===== config.mk =====
export PLATFORM = sky130hd
export DESIGN_NAME = array_4_port_ctrl
export DESIGN_NICKNAME = d
export VERILOG_FILES = /design/src/rtl/sram_ctrl_pkg.sv /design/src/rtl/sram_resp_fifo.sv /design/src/rtl/array_4_port_ctrl.sv
export SDC_FILE = /design/constraint.sdc
export NUM_CORES = 1
export LEC_CHECK = 0
export BUFFER_PORTS_ARGS = -buffer_cell sky130_fd_sc_hd__buf_2
export CAP_MARGIN = 20
export CORE_ASPECT_RATIO = 2
export CORE_UTILIZATION = 45
export CTS_BUF_LIST = sky130_fd_sc_hd__clkbuf_8
export DETAILED_ROUTE_END_ITERATION = 16
export HOLD_SLACK_MARGIN = 0.12
export PLACE_DENSITY_LB_ADDON = 0.3
export REMOVE_ABC_BUFFERS = 1
export SLEW_MARGIN = 30
export SYNTH_ARGS = -nofsm -noshare
export SYNTH_HDL_FRONTEND = slang
export SYNTH_SLANG_ARGS = --single-unit

===== constraint.sdc =====
create_clock -name clock -period 2.2 [get_ports clock]
set_input_delay 0.22 -clock clock [delete_from_list [all_inputs] [get_ports clock]]
set_output_delay 0.22 -clock clock [all_outputs]
set_load 0.03 [all_outputs]

===== src/rtl/sram_ctrl_pkg.sv =====
// sram_ctrl_pkg: shared widths and state/grant encodings for the array_4 SRAM front-end
package sram_ctrl_pkg;
    localparam int ADDR_W = 8;
    localparam int DATA_W = 8;
    localparam int MASK_W = 4;

    typedef enum logic [1:0] {S_IDLE, S_INIT, S_RUN} state_t;
    typedef enum logic [1:0] {GNT_NONE, GNT_WR, GNT_RD} grant_t;
endpackage


===== src/rtl/sram_resp_fifo.sv =====
// sram_resp_fifo: circular read-response buffer whose depth need not be a power of two
module sram_resp_fifo
    import sram_ctrl_pkg::*;
#(
    parameter int DEPTH = 3
) (
    input  logic                       clock,
    input  logic                       reset_n,
    input  logic                       push,
    input  logic                       pop,
    input  logic [DATA_W-1:0]          din,
    output logic [DATA_W-1:0]          dout,
    output logic [$clog2(DEPTH+1)-1:0] count,
    output logic                       empty
);
    localparam int CW = $clog2(DEPTH + 1);
    localparam int PW = DEPTH > 1 ? $clog2(DEPTH) : 1;

    logic [DATA_W-1:0] slots [DEPTH];
    logic [PW-1:0]     wr_ptr, rd_ptr;

    function automatic logic [PW-1:0] next_ptr(input logic [PW-1:0] p);
        return (p == PW'(DEPTH - 1)) ? '0 : p + 1'b1;
    endfunction

    assign dout  = slots[rd_ptr];
    assign empty = count == '0;

    // storage carries no reset; pointers and occupancy alone define validity
    always_ff @(posedge clock)
        if (push) slots[wr_ptr] <= din;

    // pointer and occupancy tracking
    always_ff @(posedge clock or negedge reset_n)
        if (!reset_n) begin
            wr_ptr <= '0;
            rd_ptr <= '0;
            count  <= '0;
        end else begin
            if (push) wr_ptr <= next_ptr(wr_ptr);
            if (pop) rd_ptr <= next_ptr(rd_ptr);
            count <= count + CW'(push) - CW'(pop);
        end

    // the upstream credit check must make a push into a full buffer impossible
    assert property (@(posedge clock) disable iff (!reset_n) !(push && !pop && count == CW'(DEPTH)));
endmodule


===== src/rtl/array_4_port_ctrl.sv =====
// array_4_port_ctrl: arbitrating front-end for the single-port, lane-masked array_4_ext SRAM macro
module array_4_port_ctrl
    import sram_ctrl_pkg::*;
#(
    parameter int RESP_DEPTH = 3,
    parameter bit INIT_ZERO  = 1'b1
) (
    input  logic              clock,
    input  logic              reset_n,
    input  logic              wr_valid,
    output logic              wr_ready,
    input  logic [ADDR_W-1:0] wr_addr,
    input  logic [DATA_W-1:0] wr_data,
    input  logic [MASK_W-1:0] wr_mask,
    input  logic              rd_valid,
    output logic              rd_ready,
    input  logic [ADDR_W-1:0] rd_addr,
    output logic              resp_valid,
    input  logic              resp_ready,
    output logic [DATA_W-1:0] resp_data,
    output logic              init_done,
    output logic [ADDR_W-1:0] mem_addr,
    output logic              mem_en,
    output logic              mem_wmode,
    output logic [MASK_W-1:0] mem_wmask,
    output logic [DATA_W-1:0] mem_wdata,
    input  logic [DATA_W-1:0] mem_rdata
);
    localparam int CW = $clog2(RESP_DEPTH + 1);

    state_t            state;
    grant_t            grant;
    logic [ADDR_W-1:0] cnt;
    logic [CW-1:0]     count;
    logic              inflight, rr_last_rd, rd_elig, filling, empty;

    // credit check on registered occupancy, then round-robin when both sides contend
    always_comb begin
        rd_elig = (32'(count) + 32'(inflight)) < 32'(RESP_DEPTH);
        grant   = GNT_NONE;
        if (state == S_RUN) begin
            if (wr_valid && rd_valid && rd_elig) grant = rr_last_rd ? GNT_WR : GNT_RD;
            else if (wr_valid) grant = GNT_WR;
            else if (rd_valid && rd_elig) grant = GNT_RD;
        end
    end

    // macro port drive: the zero-fill owns the port during init, otherwise the granted request
    always_comb begin
        filling   = state == S_INIT;
        wr_ready  = grant == GNT_WR;
        rd_ready  = grant == GNT_RD;
        mem_en    = filling | wr_ready | rd_ready;
        mem_wmode = filling | wr_ready;
        mem_addr  = filling ? cnt : wr_ready ? wr_addr : rd_ready ? rd_addr : '0;
        mem_wmask = filling ? '1 : wr_ready ? wr_mask : '0;
        mem_wdata = wr_ready ? wr_data : '0;
    end

    // sequencing FSM with fill counter, read-latency tracking and arbitration history
    always_ff @(posedge clock or negedge reset_n)
        if (!reset_n) begin
            state      <= S_IDLE;
            cnt        <= '0;
            init_done  <= 1'b0;
            inflight   <= 1'b0;
            rr_last_rd <= 1'b0;
        end else begin
            inflight <= grant == GNT_RD;
            if (grant != GNT_NONE) rr_last_rd <= grant == GNT_RD;
            case (state)
                S_IDLE: begin
                    state     <= INIT_ZERO ? S_INIT : S_RUN;
                    init_done <= !INIT_ZERO;
                end
                S_INIT: begin
                    cnt <= cnt + 1'b1;
                    if (cnt == '1) begin
                        state     <= S_RUN;
                        init_done <= 1'b1;
                    end
                end
                default: ;
            endcase
        end

    assign resp_valid = !empty;

    sram_resp_fifo #(.DEPTH(RESP_DEPTH)) u_fifo (
        .clock   (clock),
        .reset_n (reset_n),
        .push    (inflight),
        .pop     (resp_valid && resp_ready),
        .din     (mem_rdata),
        .dout    (resp_data),
        .count   (count),
        .empty   (empty)
    );
endmodule


==> results.py <==
metrics = {
    "global_routing": {
        "grt_pass1_vias": 1715,
        "grt_antenna_before_repair": 0,
        "grt_pass1_wl_um": 7560,
        "grt_start_max_net_pins": 20,
        "globalRouteTotalUtil_pct": 20.8,
        "grt_overflow": 0,
    },
    "cts": {
        "clockBufferDepth": 2,
        "clk_latency_ns": 0.29,
        "cts_buffers": 5,
        "cts_htree_levels": 2,
        "clk_pin_slew_worst_paths_ns": 0.08,
        "tritoncts": "done",
        "cts.sinks": 42,
        "cts-root-buf": "clkbuf_8",
    },
    "critical_path": {
        "path_buf_inv": 1,
        "cp_slowest_cell": "dfrtp_1",
        "crit_path_end_kind": "output port",
        "max_stage_delay_ns": 0.38,
        "start_kind": "flop",
        "criticalPathCategory": "flop to output port",
        "crit_chain": "ha_2, ha_4, and2_4, o31a_4, a221o_1, buf_6",
        "reg2reg_depth": 8,
        "cp.depth": 6,
        "cp_max_fo": 7,
        "cp.arrival_ns": 2.09,
        "crit_family": "compound AO/OA/AOI/OAI gates",
        "critical_path_required_ns": 1.98,
    },
    "die": {
        "initial_core_util_pct": 47.2,
        "die_w_um": 49.7,
        "core_area_um2": 4340,
        "rows": 34,
        "dieArea_um2": 4840,
        "ioPinCount": 75,
        "die_h_um": 97.4,
    },
    "cells_and_area": {
        "layout_commonest_cell": "buf_2",
        "multi_input_area_um2": 838,
        "regArea_um2": 1170,
        "nNetsFinal": 295,
        "nFillCells": 365,
        "fin_cells": 304,
        "num_antenna_cells": 0,
        "layout_common_cells": "buf_2 (51), buf_6 (24), edfxtp_1 (24), dfrtp_1 (18), nand2_1 (14)",
        "drive_above_1_share_pct": 44.0,
        "area_growth_pct": 37.1,
    },
    "drt": {
        "first_pass_iters": 4,
        "ant_nets": 0,
        "wl_per_cell_um": 15.3,
        "via_per_inst": 5.21,
        "drt-total-wl_um": 4640,
        "drc": 0,
        "via_count": 1583,
        "drtIter0Drc": 17,
    },
    "logic_synthesis": {
        "synth_top_area_cell": "edfxtp_1",
        "ys.warnings.count": 0,
        "syn-cell-area_um2": 2050,
        "yosysTopAreaCellShare_pct": 35.2,
        "yosysUniqueCellTypes": 35,
        "syn_inst": 164,
        "ys_seq_area_share_pct": 57.1,
        "synth_area_per_cell_um2": 12.5,
        "synth_top_cells_by_area": "edfxtp_1 (35%), dfrtp_1 (22%), a221o_1 (3.9%)",
        "ys_ff_latch": 42,
    },
    "sta": {
        "fmax_mhz": 432,
        "relSlewSlack_pct": 63.8,
        "hold_viol_final": 0,
        "rsz0062_at_grt": "true",
        "drv_slew": 0,
        "worstMarginPinSlew_ns": 0.543,
        "setup_viol": 21,
        "fin_ws_ns": -0.112,
        "holdWs_ns": 0.131,
        "min_period_over_period_pct": 105,
        "worst_clock_skew_ns": 0.00595,
        "min_period_ns": 2.31,
    },
    "outcome": {
        "status": "complete, but fails checks",
        "violations": "negative setup slack",
    },
    "placement": {
        "numPlacedInstances": 293,
        "portBuffers": 74,
        "place_congestion": 0.754,
        "hpwl_um": 3430,
    },
    "power_and_ir_drop": {
        "switching_share_pct": 33.4,
        "clock_power_share_pct": 23.0,
        "p_int_mw": 1.35,
        "total_power_mw": 2.03,
        "power_leakage_nw": 1.28,
        "powerDensity_nw_per_um2": 724,
        "ir_drop_v": 0.000491,
        "power.switching_mw": 0.679,
        "p_comb_share_pct": 29.2,
        "seqPwrFrac_pct": 47.8,
    },
    "hold_path": {
        "hold_path.class": "input pin to flop",
        "holdPathStages": 1,
    },
    "run": {
        "maxCapViolCount": 0,
    },
}
## cell type report
type	instances	area share (%)
clock inverter	3	0.579
sequential	42	41.7
timing repair buffer	88	22.4
multi-input combinational	107	29.8
inverter	5	0.668
clock buffer	5	2.45
tap	54	2.41
## logic make-up after synthesis
kind of cell | count (synthesis) | share of synthesized area [%]
and+or+nand+nor | 51 | 14.7
DFF | 42 | 57.1
xor gates and xnor gates | 9 | 3.85
buffers and inverters | 15 | 3.78
muxes | 9 | 4.46
AOI/OAI and AO/OA | 33 | 13.0
adders and majority gates | 5 | 3.05
## power groups by stage
stage / Combinational [mW] / Sequential (mW) / Clock (mW)
after global routing: 0.648 / 0.982 / 0.523
after global placement: 0.542 / 0.983 / 0
after CTS: 0.587 / 0.973 / 0.486
after floorplan: 0.356 / 0.958 / 0
after detailed placement: 0.562 / 0.986 / 0
final: 0.594 / 0.971 / 0.467
## registers in the layout (all words and copies together), names as in the netlist
| name | cells |
|---|---|
| u_fifo.wr_ptr | 2 |
| rr_last_rd | 1 |
| u_fifo.count | 2 |
| u_fifo.slots | 24 |
| state | 1 |
| cnt | 8 |
| u_fifo.rd_ptr | 2 |
| init_done | 1 |
| inflight | 1 |
## cells in the mapped netlist
cell type / number
edfxtp_1: 24
dfrtp_1: 18
nand2_1: 14
and2_1: 12
o21ai_0: 9
a21o_1: 8
a221o_1: 8
mux2i_1: 8
nor3_1: 6
buf_2: 5
ha_1: 5
inv_1: 5
o311a_1: 5
xor2_1: 5
xnor2_1: 4
clkbuf_1: 3
nor2_1: 3
buf_6: 2
nand4_1: 2
nor3b_1: 2
or2_2: 2
a21oi_1: 1
and3b_1: 1
mux2_2: 1
nand2b_1: 1
nand2b_4: 1
nand3_1: 1
nand3b_1: 1
nand4b_1: 1
nor2b_1: 1
nor4b_4: 1
o22a_1: 1
o31a_4: 1
or2_1: 1
or3_1: 1
## per-stage QoR
step           cell area [µm²]  setup slack, ns  TNS (ns)  util (%)
3_5_place_dp              2510           0.0498         0      57.9
3_3_place_gp              2510           0.0822         0      57.9
5_1_grt                   2810           -0.179     -2.90      64.7
2_1_floorplan             1990           -0.229     -1.99         -
6_report                  2810           -0.112     -1.55      64.7
4_1_cts                   2790           -0.121     -1.71      64.3
## timing repair
item                                    CTS  global route
gates resized for setup                  58             1
hold endpoints to repair                 18             3
buffers inserted                          0             1
pin swaps                                 9             1
endpoints found under the setup margin   23            23
hold buffers                              1             1
## worst reg2reg max path, cell delays in order, from the launching register on
cell,delay [ns]
dfrtp_1,0.39
buf_4,0.14
o21ai_0,0.20
inv_1,0.07
ha_1,0.28
inv_1,0.04
ha_1,0.18
xnor2_1,0.17
xnor2_1,0.13
## worst paths after layout
check | startpoint | to | slack, ns
setup / recovery | inflight$_DFF_PN0_ | mem_addr[1] | -0.11
hold / removal | mem_rdata[6] | u_fifo.slots[2][6]$_DFFE_PP_ | 0.13
setup reg to reg | u_fifo.count[0]$_DFF_PN0_ | u_fifo.count[1]$_DFF_PN0_ | 0.54
hold reg to reg | cnt[6]$_DFFE_PN0P_ | cnt[6]$_DFFE_PN0P_ | 0.52
max in group asynchronous | reset_n | u_fifo.rd_ptr[1]$_DFFE_PN0P_ | 1.50
min in group asynchronous | reset_n | cnt[1]$_DFFE_PN0P_ | 0.40
## metal layers
layer	vias up	track usage [%]	part of all wire [%]
li1	769	-	-
met1	746	20.0	35
met2	55	40.2	57
met3	13	4.23	4.2
met4	0	8.35	3.0
met5	-	0	0
No activity file was read; power rests on OpenSTA's default activity.
